### config.mk
export PLATFORM = sky130hd
export DESIGN_NAME = dispatch_ctrl
export DESIGN_NICKNAME = d
export VERILOG_FILES = /design/src/rtl/dispatch_ctrl.sv
export SDC_FILE = /design/constraint.sdc
export NUM_CORES = 1
export LEC_CHECK = 0
export ABC_AREA = 1
export ABC_CLOCK_PERIOD_IN_PS = 6100
export BUFFER_PORTS_ARGS = -buffer_cell sky130_fd_sc_hd__buf_2
export CAP_MARGIN = 20
export CORE_ASPECT_RATIO = 1.5
export CORE_MARGIN = 1.5
export CORE_UTILIZATION = 45
export CTS_BUF_LIST = sky130_fd_sc_hd__clkbuf_16
export CTS_CLUSTER_DIAMETER = 80
export DETAILED_ROUTE_END_ITERATION = 10
export SETUP_SLACK_MARGIN = 0.02
export SLEW_MARGIN = 10
export SYNTH_ARGS = -nofsm -noshare
export SYNTH_HDL_FRONTEND = slang
export SYNTH_SLANG_ARGS = --single-unit
### constraint.sdc
create_clock -name clk_in -period 6.1 [get_ports clk_in]
set_input_delay 0.61 -clock clk_in [delete_from_list [all_inputs] [get_ports clk_in]]
set_output_delay 0.61 -clock clk_in [all_outputs]
set_load 0.02 [all_outputs]
### src/rtl/dispatch_ctrl.sv
// Instruction queue and in-order dispatch scheduler feeding the RS / LSB / ROB.
// Optional single-cycle empty-queue bypass is enabled with `define DISPATCH_BYPASS_EN.

package dispatch_ctrl_pkg;

  typedef enum logic [2:0] {
    TYPE_ALU = 3'd0,
    TYPE_BRC = 3'd1,
    TYPE_JMP = 3'd2,
    TYPE_LD  = 3'd3,
    TYPE_ST  = 3'd4
  } inst_type_e;

  typedef enum logic [5:0] {
    CODE_NOP = 6'd0,
    CODE_LUI, CODE_AUIPC, CODE_JAL, CODE_JALR,
    CODE_BEQ, CODE_BNE, CODE_BLT, CODE_BGE, CODE_BLTU, CODE_BGEU,
    CODE_LB, CODE_LH, CODE_LW, CODE_LBU, CODE_LHU,
    CODE_SB, CODE_SH, CODE_SW,
    CODE_ADDI, CODE_SLTI, CODE_SLTIU, CODE_XORI, CODE_ORI, CODE_ANDI,
    CODE_SLLI, CODE_SRLI, CODE_SRAI,
    CODE_ADD, CODE_SUB, CODE_SLL, CODE_SLT, CODE_SLTU,
    CODE_XOR, CODE_SRL, CODE_SRA, CODE_OR, CODE_AND
  } inst_code_e;

  typedef struct packed {
    logic [31:0] inst;
    logic [31:0] pc;
  } iq_entry_t;

  typedef struct packed {
    inst_type_e  inst_type;
    inst_code_e  inst_code;
    logic [4:0]  rd;
    logic [4:0]  rs1;
    logic [4:0]  rs2;
    logic [31:0] imm;
  } dec_t;

endpackage

// RV32I field decoder; unknown encodings report the last successfully decoded type/code.
module decoder
  import dispatch_ctrl_pkg::*;
(
  input  logic        clk,
  input  logic        rst,
  input  logic        rdy,
  input  logic        inst_flag,
  input  logic [31:0] inst,
  output dec_t        decoded_c,
  output logic        known_c
);

  inst_type_e  held_type;
  inst_code_e  held_code;
  logic [6:0]  opcode;
  logic [2:0]  funct3;
  logic        alt;
  logic [31:0] imm_i, imm_s, imm_b, imm_u, imm_j, imm_sh;

  assign opcode = inst[6:0];
  assign funct3 = inst[14:12];
  assign alt    = inst[30];
  assign imm_i  = {{20{inst[31]}}, inst[31:20]};
  assign imm_s  = {{20{inst[31]}}, inst[31:25], inst[11:7]};
  assign imm_b  = {{19{inst[31]}}, inst[31], inst[7], inst[30:25], inst[11:8], 1'b0};
  assign imm_u  = {inst[31:12], 12'h000};
  assign imm_j  = {{11{inst[31]}}, inst[31], inst[19:12], inst[20], inst[30:21], 1'b0};
  assign imm_sh = {27'h0, inst[24:20]};

  always_comb begin
    decoded_c = '0;
    known_c   = 1'b0;
    if (inst_flag) begin
      known_c = 1'b1;
      case (opcode)
        7'b0110111: begin
          decoded_c.inst_type = TYPE_ALU; decoded_c.inst_code = CODE_LUI;
          decoded_c.rd = inst[11:7]; decoded_c.imm = imm_u;
        end
        7'b0010111: begin
          decoded_c.inst_type = TYPE_ALU; decoded_c.inst_code = CODE_AUIPC;
          decoded_c.rd = inst[11:7]; decoded_c.imm = imm_u;
        end
        7'b1101111: begin
          decoded_c.inst_type = TYPE_JMP; decoded_c.inst_code = CODE_JAL;
          decoded_c.rd = inst[11:7]; decoded_c.imm = imm_j;
        end
        7'b1100111: begin
          decoded_c.inst_type = TYPE_JMP; decoded_c.inst_code = CODE_JALR;
          decoded_c.rd = inst[11:7]; decoded_c.rs1 = inst[19:15]; decoded_c.imm = imm_i;
        end
        7'b1100011: begin
          decoded_c.inst_type = TYPE_BRC;
          decoded_c.rs1 = inst[19:15]; decoded_c.rs2 = inst[24:20]; decoded_c.imm = imm_b;
          case (funct3)
            3'b000:  decoded_c.inst_code = CODE_BEQ;
            3'b001:  decoded_c.inst_code = CODE_BNE;
            3'b100:  decoded_c.inst_code = CODE_BLT;
            3'b101:  decoded_c.inst_code = CODE_BGE;
            3'b110:  decoded_c.inst_code = CODE_BLTU;
            3'b111:  decoded_c.inst_code = CODE_BGEU;
            default: known_c = 1'b0;
          endcase
        end
        7'b0000011: begin
          decoded_c.inst_type = TYPE_LD;
          decoded_c.rd = inst[11:7]; decoded_c.rs1 = inst[19:15]; decoded_c.imm = imm_i;
          case (funct3)
            3'b000:  decoded_c.inst_code = CODE_LB;
            3'b001:  decoded_c.inst_code = CODE_LH;
            3'b010:  decoded_c.inst_code = CODE_LW;
            3'b100:  decoded_c.inst_code = CODE_LBU;
            3'b101:  decoded_c.inst_code = CODE_LHU;
            default: known_c = 1'b0;
          endcase
        end
        7'b0100011: begin
          decoded_c.inst_type = TYPE_ST;
          decoded_c.rs1 = inst[19:15]; decoded_c.rs2 = inst[24:20]; decoded_c.imm = imm_s;
          case (funct3)
            3'b000:  decoded_c.inst_code = CODE_SB;
            3'b001:  decoded_c.inst_code = CODE_SH;
            3'b010:  decoded_c.inst_code = CODE_SW;
            default: known_c = 1'b0;
          endcase
        end
        7'b0010011: begin
          decoded_c.inst_type = TYPE_ALU;
          decoded_c.rd = inst[11:7]; decoded_c.rs1 = inst[19:15]; decoded_c.imm = imm_i;
          case (funct3)
            3'b000: decoded_c.inst_code = CODE_ADDI;
            3'b010: decoded_c.inst_code = CODE_SLTI;
            3'b011: decoded_c.inst_code = CODE_SLTIU;
            3'b100: decoded_c.inst_code = CODE_XORI;
            3'b110: decoded_c.inst_code = CODE_ORI;
            3'b111: decoded_c.inst_code = CODE_ANDI;
            3'b001: begin decoded_c.inst_code = CODE_SLLI; decoded_c.imm = imm_sh; end
            default: begin
              decoded_c.inst_code = alt ? CODE_SRAI : CODE_SRLI;
              decoded_c.imm       = imm_sh;
            end
          endcase
        end
        7'b0110011: begin
          decoded_c.inst_type = TYPE_ALU;
          decoded_c.rd = inst[11:7]; decoded_c.rs1 = inst[19:15]; decoded_c.rs2 = inst[24:20];
          case (funct3)
            3'b000:  decoded_c.inst_code = alt ? CODE_SUB : CODE_ADD;
            3'b001:  decoded_c.inst_code = CODE_SLL;
            3'b010:  decoded_c.inst_code = CODE_SLT;
            3'b011:  decoded_c.inst_code = CODE_SLTU;
            3'b100:  decoded_c.inst_code = CODE_XOR;
            3'b101:  decoded_c.inst_code = alt ? CODE_SRA : CODE_SRL;
            3'b110:  decoded_c.inst_code = CODE_OR;
            default: decoded_c.inst_code = CODE_AND;
          endcase
        end
        default: known_c = 1'b0;
      endcase
    end
    if (!known_c) begin
      decoded_c.inst_type = held_type;
      decoded_c.inst_code = held_code;
    end
  end

  // Remember the last good decode so an illegal word still carries a sane type/code.
  always_ff @(posedge clk) begin
    if (rst) begin
      held_type <= TYPE_ALU;
      held_code <= CODE_NOP;
    end else if (rdy && known_c) begin
      held_type <= decoded_c.inst_type;
      held_code <= decoded_c.inst_code;
    end
  end

endmodule

module dispatch_ctrl
  import dispatch_ctrl_pkg::*;
#(
  parameter int unsigned IQ_ADDR_W = 4
) (
  input  logic        clk_in,
  input  logic        rst_in,
  input  logic        rdy_in,
  input  logic        rollback,
  input  logic        if_valid,
  input  logic [31:0] if_inst,
  input  logic [31:0] if_pc,
  output logic        iq_full,
  input  logic        rob_full,
  input  logic        rs_full,
  input  logic        lsb_full,
  output logic        disp_to_rs,
  output logic        disp_to_lsb,
  output logic [2:0]  disp_type,
  output logic [5:0]  disp_code,
  output logic [4:0]  disp_rd,
  output logic [4:0]  disp_rs1,
  output logic [4:0]  disp_rs2,
  output logic [31:0] disp_imm,
  output logic [31:0] disp_pc
);

  localparam int unsigned DEPTH = 2 ** IQ_ADDR_W;
  localparam int unsigned CNT_W = IQ_ADDR_W + 1;

  iq_entry_t            queue [DEPTH];
  logic [IQ_ADDR_W-1:0] head, tail;
  logic [CNT_W-1:0]     count;

  logic        active_c, bypass_sel_c, dec_flag_c, known_c;
  logic        to_lsb_c, can_disp_c, fire_c, push_c, pop_c;
  logic [31:0] dec_inst_c, dec_pc_c;
  dec_t        dec_c;

  assign iq_full  = (count == CNT_W'(DEPTH));
  assign active_c = rdy_in && !rollback;

`ifdef DISPATCH_BYPASS_EN
  // Empty queue: decode the incoming word directly so it can dispatch this edge.
  assign bypass_sel_c = (count == '0) && if_valid && active_c;
`else
  assign bypass_sel_c = 1'b0;
`endif

  assign dec_inst_c = bypass_sel_c ? if_inst : queue[head].inst;
  assign dec_pc_c   = bypass_sel_c ? if_pc : queue[head].pc;
  assign dec_flag_c = (count != '0) || bypass_sel_c;

  decoder u_decoder (
    .clk       (clk_in),
    .rst       (rst_in),
    .rdy       (rdy_in),
    .inst_flag (dec_flag_c),
    .inst      (dec_inst_c),
    .decoded_c (dec_c),
    .known_c   (known_c)
  );

  // Illegal encodings always go to the RS regardless of the held type.
  assign to_lsb_c   = known_c && ((dec_c.inst_type == TYPE_LD) || (dec_c.inst_type == TYPE_ST));
  assign can_disp_c = dec_flag_c && !rob_full && (to_lsb_c ? !lsb_full : !rs_full);
  assign fire_c     = can_disp_c && active_c;
  assign pop_c      = fire_c && !bypass_sel_c;
  assign push_c     = if_valid && !iq_full && active_c && !(bypass_sel_c && can_disp_c);

  always_ff @(posedge clk_in) begin
    if (push_c) begin
      queue[tail] <= '{inst: if_inst, pc: if_pc};
    end
  end

  always_ff @(posedge clk_in) begin
    if (rst_in) begin
      head        <= '0;
      tail        <= '0;
      count       <= '0;
      disp_to_rs  <= 1'b0;
      disp_to_lsb <= 1'b0;
      disp_type   <= '0;
      disp_code   <= '0;
      disp_rd     <= '0;
      disp_rs1    <= '0;
      disp_rs2    <= '0;
      disp_imm    <= '0;
      disp_pc     <= '0;
    end else if (!rdy_in) begin
      disp_to_rs  <= 1'b0;
      disp_to_lsb <= 1'b0;
    end else if (rollback) begin
      head        <= '0;
      tail        <= '0;
      count       <= '0;
      disp_to_rs  <= 1'b0;
      disp_to_lsb <= 1'b0;
    end else begin
      if (push_c) tail <= tail + IQ_ADDR_W'(1);
      if (pop_c)  head <= head + IQ_ADDR_W'(1);
      if (push_c && !pop_c)      count <= count + CNT_W'(1);
      else if (!push_c && pop_c) count <= count - CNT_W'(1);
      disp_to_rs  <= fire_c && !to_lsb_c;
      disp_to_lsb <= fire_c && to_lsb_c;
      if (fire_c) begin
        disp_type <= dec_c.inst_type;
        disp_code <= dec_c.inst_code;
        disp_rd   <= dec_c.rd;
        disp_rs1  <= dec_c.rs1;
        disp_rs2  <= dec_c.rs2;
        disp_imm  <= dec_c.imm;
        disp_pc   <= dec_pc_c;
      end
    end
  end

endmodule

Word-level counts from Yosys, hierarchy flattened:

Memories as Yosys holds them, arrays and structs flattened. A register that Yosys moved wholly into a read port is not among the register bits.
Cells that the tools add are included.

* flip-flop bits (word level): 112
* latch bits: 0
* RAM bits: 1024
* bits in read-only memories: 0
* input port bits: 72
* logic and storage cells: 114
* memories: 1

Memories
* queue: words 16, width 64, read ports 1, clocked after memory_dff 1, wr ports 1, RTL line 212 `iq_entry_t queue [DEPTH];`

* $add $sub $neg: 4
* multiply operators: 0
* div/mod/pow operators: 0
* order comparisons: 0
* eq/ne operators: 19
* shift operators: 0
* mux-type cells: 33
* bitwise operators: 2
* reductions and logical operators: 41

Operators with widths (count)
* 32-bit one-hot mux with 6 select lines: 1
* 6-bit one-hot mux with 7 select lines: 2
* 9-bit one-hot mux with 9 select lines: 1
* 56-bit two-way mux: 1
* 32-bit two-way mux: 1
* 5-bit two-way mux: 6
* 4-bit two-way mux: 6
* 4-bit one-hot mux with 6 select lines: 1
* 6-bit OR reduction: 4
* 7-bit by 6-bit == test with 1-bit output, second input constant: 3
* 7-bit == test, second input constant: 3
* 4-bit one-hot mux with 5 select lines: 1
* 3-bit == test, second input constant: 5
* 5-bit one-hot mux with 3 select lines: 1
* 7-bit by 5-bit == test with 1-bit output, second input constant: 2
* 1-bit logical AND: 12
* 1-bit two-way mux: 10
* 3-bit by 2-bit == test with 1-bit output, second input constant: 3
* 9-bit two-way mux: 1
* 3-bit OR reduction: 3
* 4-bit by 1-bit adder with 4-bit output, second input constant: 2
* 1-bit zero test: 8
* 7-bit by 2-bit == test with 1-bit output, second input constant: 1
* 7-bit OR reduction: 1
* 15 further kinds: 20

Longest topological paths before layout:

* depth after elaboration: 16
* gate-level depth with buffers: 33

Cells and area by module:

Synthesis repeated with hierarchy kept, for this count alone.

* cell total of the unflattened synthesis: 3702
* area, all modules: 46555.9 µm²

By module, submodules not included
* dispatch_ctrl: times used 1, cells each 3358, area each 44835.5 µm², sequential area each 32891.5 µm²
* decoder: times used 1, cells each 344, area each 1720.4 µm², sequential area each 180.2 µm²

Worst setup path before layout:

OpenSTA, ideal clock, no wires.

* path type: in2reg
* start: in rdy_in
* end: mem queue[0][0] (netlist bit) (enable)
* arrival: 3919 ps
* required time: 5614 ps
* setup slack: 1694 ps
* stages: 6
* cell sequence: inv_1 -> nor2_1 -> nand3_1 -> inv_1 -> nand2_1 -> nor2_1

* longest elaborated chain between the ends: 4

Ends and longest elaborated chain
* start, declared: RTL line 189 `input logic rdy_in,`
* 1-bit logical AND: RTL line 222 `assign active_c = rdy_in && !rollback;`
* 1-bit logical AND: RTL line 250 `assign push_c = if_valid && !iq_full && active_c && !(bypass_sel_c && can_disp_c);`
* 1-bit two-way mux: RTL line 253 `if (push_c) begin`
* 1-bit two-way mux (implied by the code): RTL line 254 `queue[tail] <= '{inst: if_inst, pc: if_pc};`
* end, declared: RTL line 212

No other way between the ends.

==> impl_metrics.toml <==
[outcome]
status = "finished clean"

[floorplan]
core_area_um2 = 98800
num_io_pins = 163
initial_core_util_pct = 45.5
die_h_um = 390
design.die.area_um2 = 102000
num_rows = 141
die_w_um = 261

[timing]
skew_ns = 0.0290
maxSlewViolCount = 0
timing_worst_slew_pin_value_ns = 1.06
finalCritPeriodShare_pct = 82.2
rsz0062_at_grt = "no"
hold_violations = 0
min_period_ns = 5.01
fin_ws_ns = 1.09
setup_tns_ns = 0
setup_viol = 0
maxClockFrequency_ghz = 0.199
slew_headroom_pct = 29.4

[routing]
vias_per_cell = 5.77
routed_wl_um = 117000
drc = 0
postRouteAntennaNets = 0
drt-wirelength-per-cell_um = 23.2
firstDrtPassIters = 5
vias = 29200
drtIter0Drc = 2724

[placed_design]
routabilityCongestion = 0.875
numPortBuffers = 162
hpwl_um = 60800
dp_slack_ns = 1.13

[hold_path]
min-delay-path-class = "in2reg"

[grt]
grtUsageTotal_pct = 22.9
grt_pass1_wl_um = 175000
grt_max_degree = 213
grt_overflow = 0
antenna_found_initial = 20
grt_pass1_vias = 28000

[yosys]
synthMuxAreaShare_pct = 0
syn_avg_cell_area_um2 = 12.5
ys_seq_area_share_pct = 73.6
synthSimpleGateAreaFrac_pct = 9.92
synth_edf_count = 1024
synth_ff_type = "edfxtp_1"
synth-async-reset-ratio_pct = 0
synth_seq_cells = 1140
synth_fa_ha_area_share_pct = 0.295
netlist_instances = 3595
synth_nets = 3677
synth_compound_area_share_pct = 12.8
synth-xor-area-share_pct = 0.0975
yosysWarningCount = 0
synth_top_family_by_area = "compound AO/OA/AOI/OAI gates"
syn-cell-area_um2 = 44900
ys_types = 43

[power_and_ir_drop]
powerDensity_nw_per_um2 = 305
p_leak_uw = 0.0174
power_uw = 15400
peakVddDrop_mv = 0.296

[critical_path]
setup.worst_path.class = "reg2reg"
slowest_stage = "dfxtp_4"
crit_path_end_kind = "flip-flop"
max_stage_delay_ns = 0.81
start_kind = "flip-flop"
worstPathRequired_ns = 6.73
arrival_ns = 5.65
critical_path.max_fanout = 91

[layout]
area_growth_syn_to_layout_pct = 12.3
final_util_pct = 51.1
drive_gt1_share_pct = 11.2
final_nets = 3763
layout_commonest_cell = "edfxtp_1"
fillerInstances = 8525
final_cell_mix = "1024 x edfxtp_1, 505 x o21ai_0, 472 x nor2_1, 398 x nand2_1, 182 x a21oi_1"

[cts]
cts_buffers = 106
cts_resized = 0
postCtsHoldBufs = 0
clkSinkCount = 1140
cts-root-buf = "clkbuf_16"
cts_tree = "done"
clkLatencyLatePin_ns = 0.71
cts_max_path_buffers = 3
path_clk_slew_ns = 0.07
cts_htree_levels = 3
post_cts_buffers = 0

[run]
maxCapViolCount = 0
-- stage by stage --
stage          cells  area, um2  hold slack (ns)
6_report        5062      50500            0.164
5_1_grt         5060      50500            0.159
4_1_cts         5056      50400            0.108
3_5_place_dp    4859      47100            0.455
3_3_place_gp    4856      47000            0.451
2_1_floorplan   3595      44900            0.455
-- layer usage --
layer | track usage [%] | vias to the layer above | part of all wire (%)
li1 | - | 13400 | -
met1 | 30.0 | 14500 | 41
met2 | 38.7 | 1004 | 50
met3 | 3.90 | 225 | 6.4
met4 | 7.51 | 16 | 2.9
met5 | 0 | - | 0.079
-- report_power, final --
| part | switching, uW | internal, uW |
|---|---|---|
| Clock | 2850 | 3540 |
| Combinational | 329 | 105 |
| Sequential | 16.1 | 8530 |
-- cell usage after synthesis, types with 2 or more instances --
library cell / count / share of area (%)
a211oi_1: 2 / 0.033
a21oi_1: 182 / 2.0
a221oi_1: 35 / 0.68
a311o_1: 10 / 0.22
a31oi_1: 40 / 0.56
and3_1: 2 / 0.028
buf_1: 22 / 0.18
buf_2: 35 / 0.39
buf_4: 10 / 0.17
buf_6: 6 / 0.15
clkbuf_1: 176 / 1.5
dfxtp_1: 116 / 5.2
edfxtp_1: 1024 / 68
ha_1: 9 / 0.25
inv_1: 101 / 0.84
inv_2: 10 / 0.084
nand2_1: 398 / 3.3
nand2_2: 10 / 0.14
nand3_1: 167 / 1.9
nand3_2: 3 / 0.067
nand3b_1: 6 / 0.10
nand4_1: 5 / 0.070
nor2_1: 488 / 4.1
nor2_2: 4 / 0.056
nor3_1: 6 / 0.067
nor4_1: 3 / 0.042
o2111ai_1: 2 / 0.039
o211ai_1: 18 / 0.30
o21ai_0: 505 / 5.6
o21ai_1: 9 / 0.10
o221ai_1: 114 / 2.2
o22ai_1: 51 / 0.71
o31ai_1: 11 / 0.18
or3_1: 2 / 0.028
xor2_1: 5 / 0.097
-- registers in the layout (all words and copies together), names as in the netlist, 4 cells and up, named ones only --
register,count
count,5
disp_code,6
disp_imm,32
disp_pc,32
disp_rd,5
disp_rs1,5
disp_rs2,5
head,4
queue,1024
tail,4
u_decoder.held_code,6
-- worst max-delay path, delay by kind of cell (launching register included) --
kind | cells | cell delay, ns
adder cells (fa/ha/maj) | 1 | 0.46
flip-flops | 1 | 0.81
AO/OA/AOI/OAI | 3 | 0.37
buffers and inverters | 3 | 0.81
AND/OR/NAND/NOR | 20 | 2.22
XOR/XNOR | 1 | 0.17
-- kinds of logic after synthesis --
| logic type | Yosys count |
|---|---|
| DFF | 1140 |
| and+or+nand+nor | 1096 |
| AOI/OAI and AO/OA | 982 |
| buffers and inverters | 362 |
| adders and majority gates | 10 |
| xor gates and xnor gates | 5 |
-- area by class of cell --
cell class,count,area (um2),area share (%)
Timing Repair Buffer,227,1490,2.95
Multi-Input combinational cell,2093,10500,20.8
Inverter,113,447,0.885
Antenna cell,5,12.5,0.0248
Clock buffer,108,2700,5.35
Clock inverter,89,637,1.26
Tap cell,1287,1610,3.19
Sequential cell,1140,33100,65.6
-- path summary, 6_finish.rpt --
path / from / to / slack (ns) / cells after the start
worst max register to register: flip-flop / count[4]$_SDFFE_PP0P_ / 1.09 / 28
worst max-delay path: flip-flop / count[4]$_SDFFE_PP0P_ / 1.09 / 28
worst min-delay path: rdy_in / u_decoder.held_code[3]$_SDFFE_PP0P_ / 0.16 / 2
worst min register to register: disp_imm[12]$_SDFFE_PP0P_ / disp_imm[12]$_SDFFE_PP0P_ / 0.46 / 2
(Power assumes the default switching activity.)
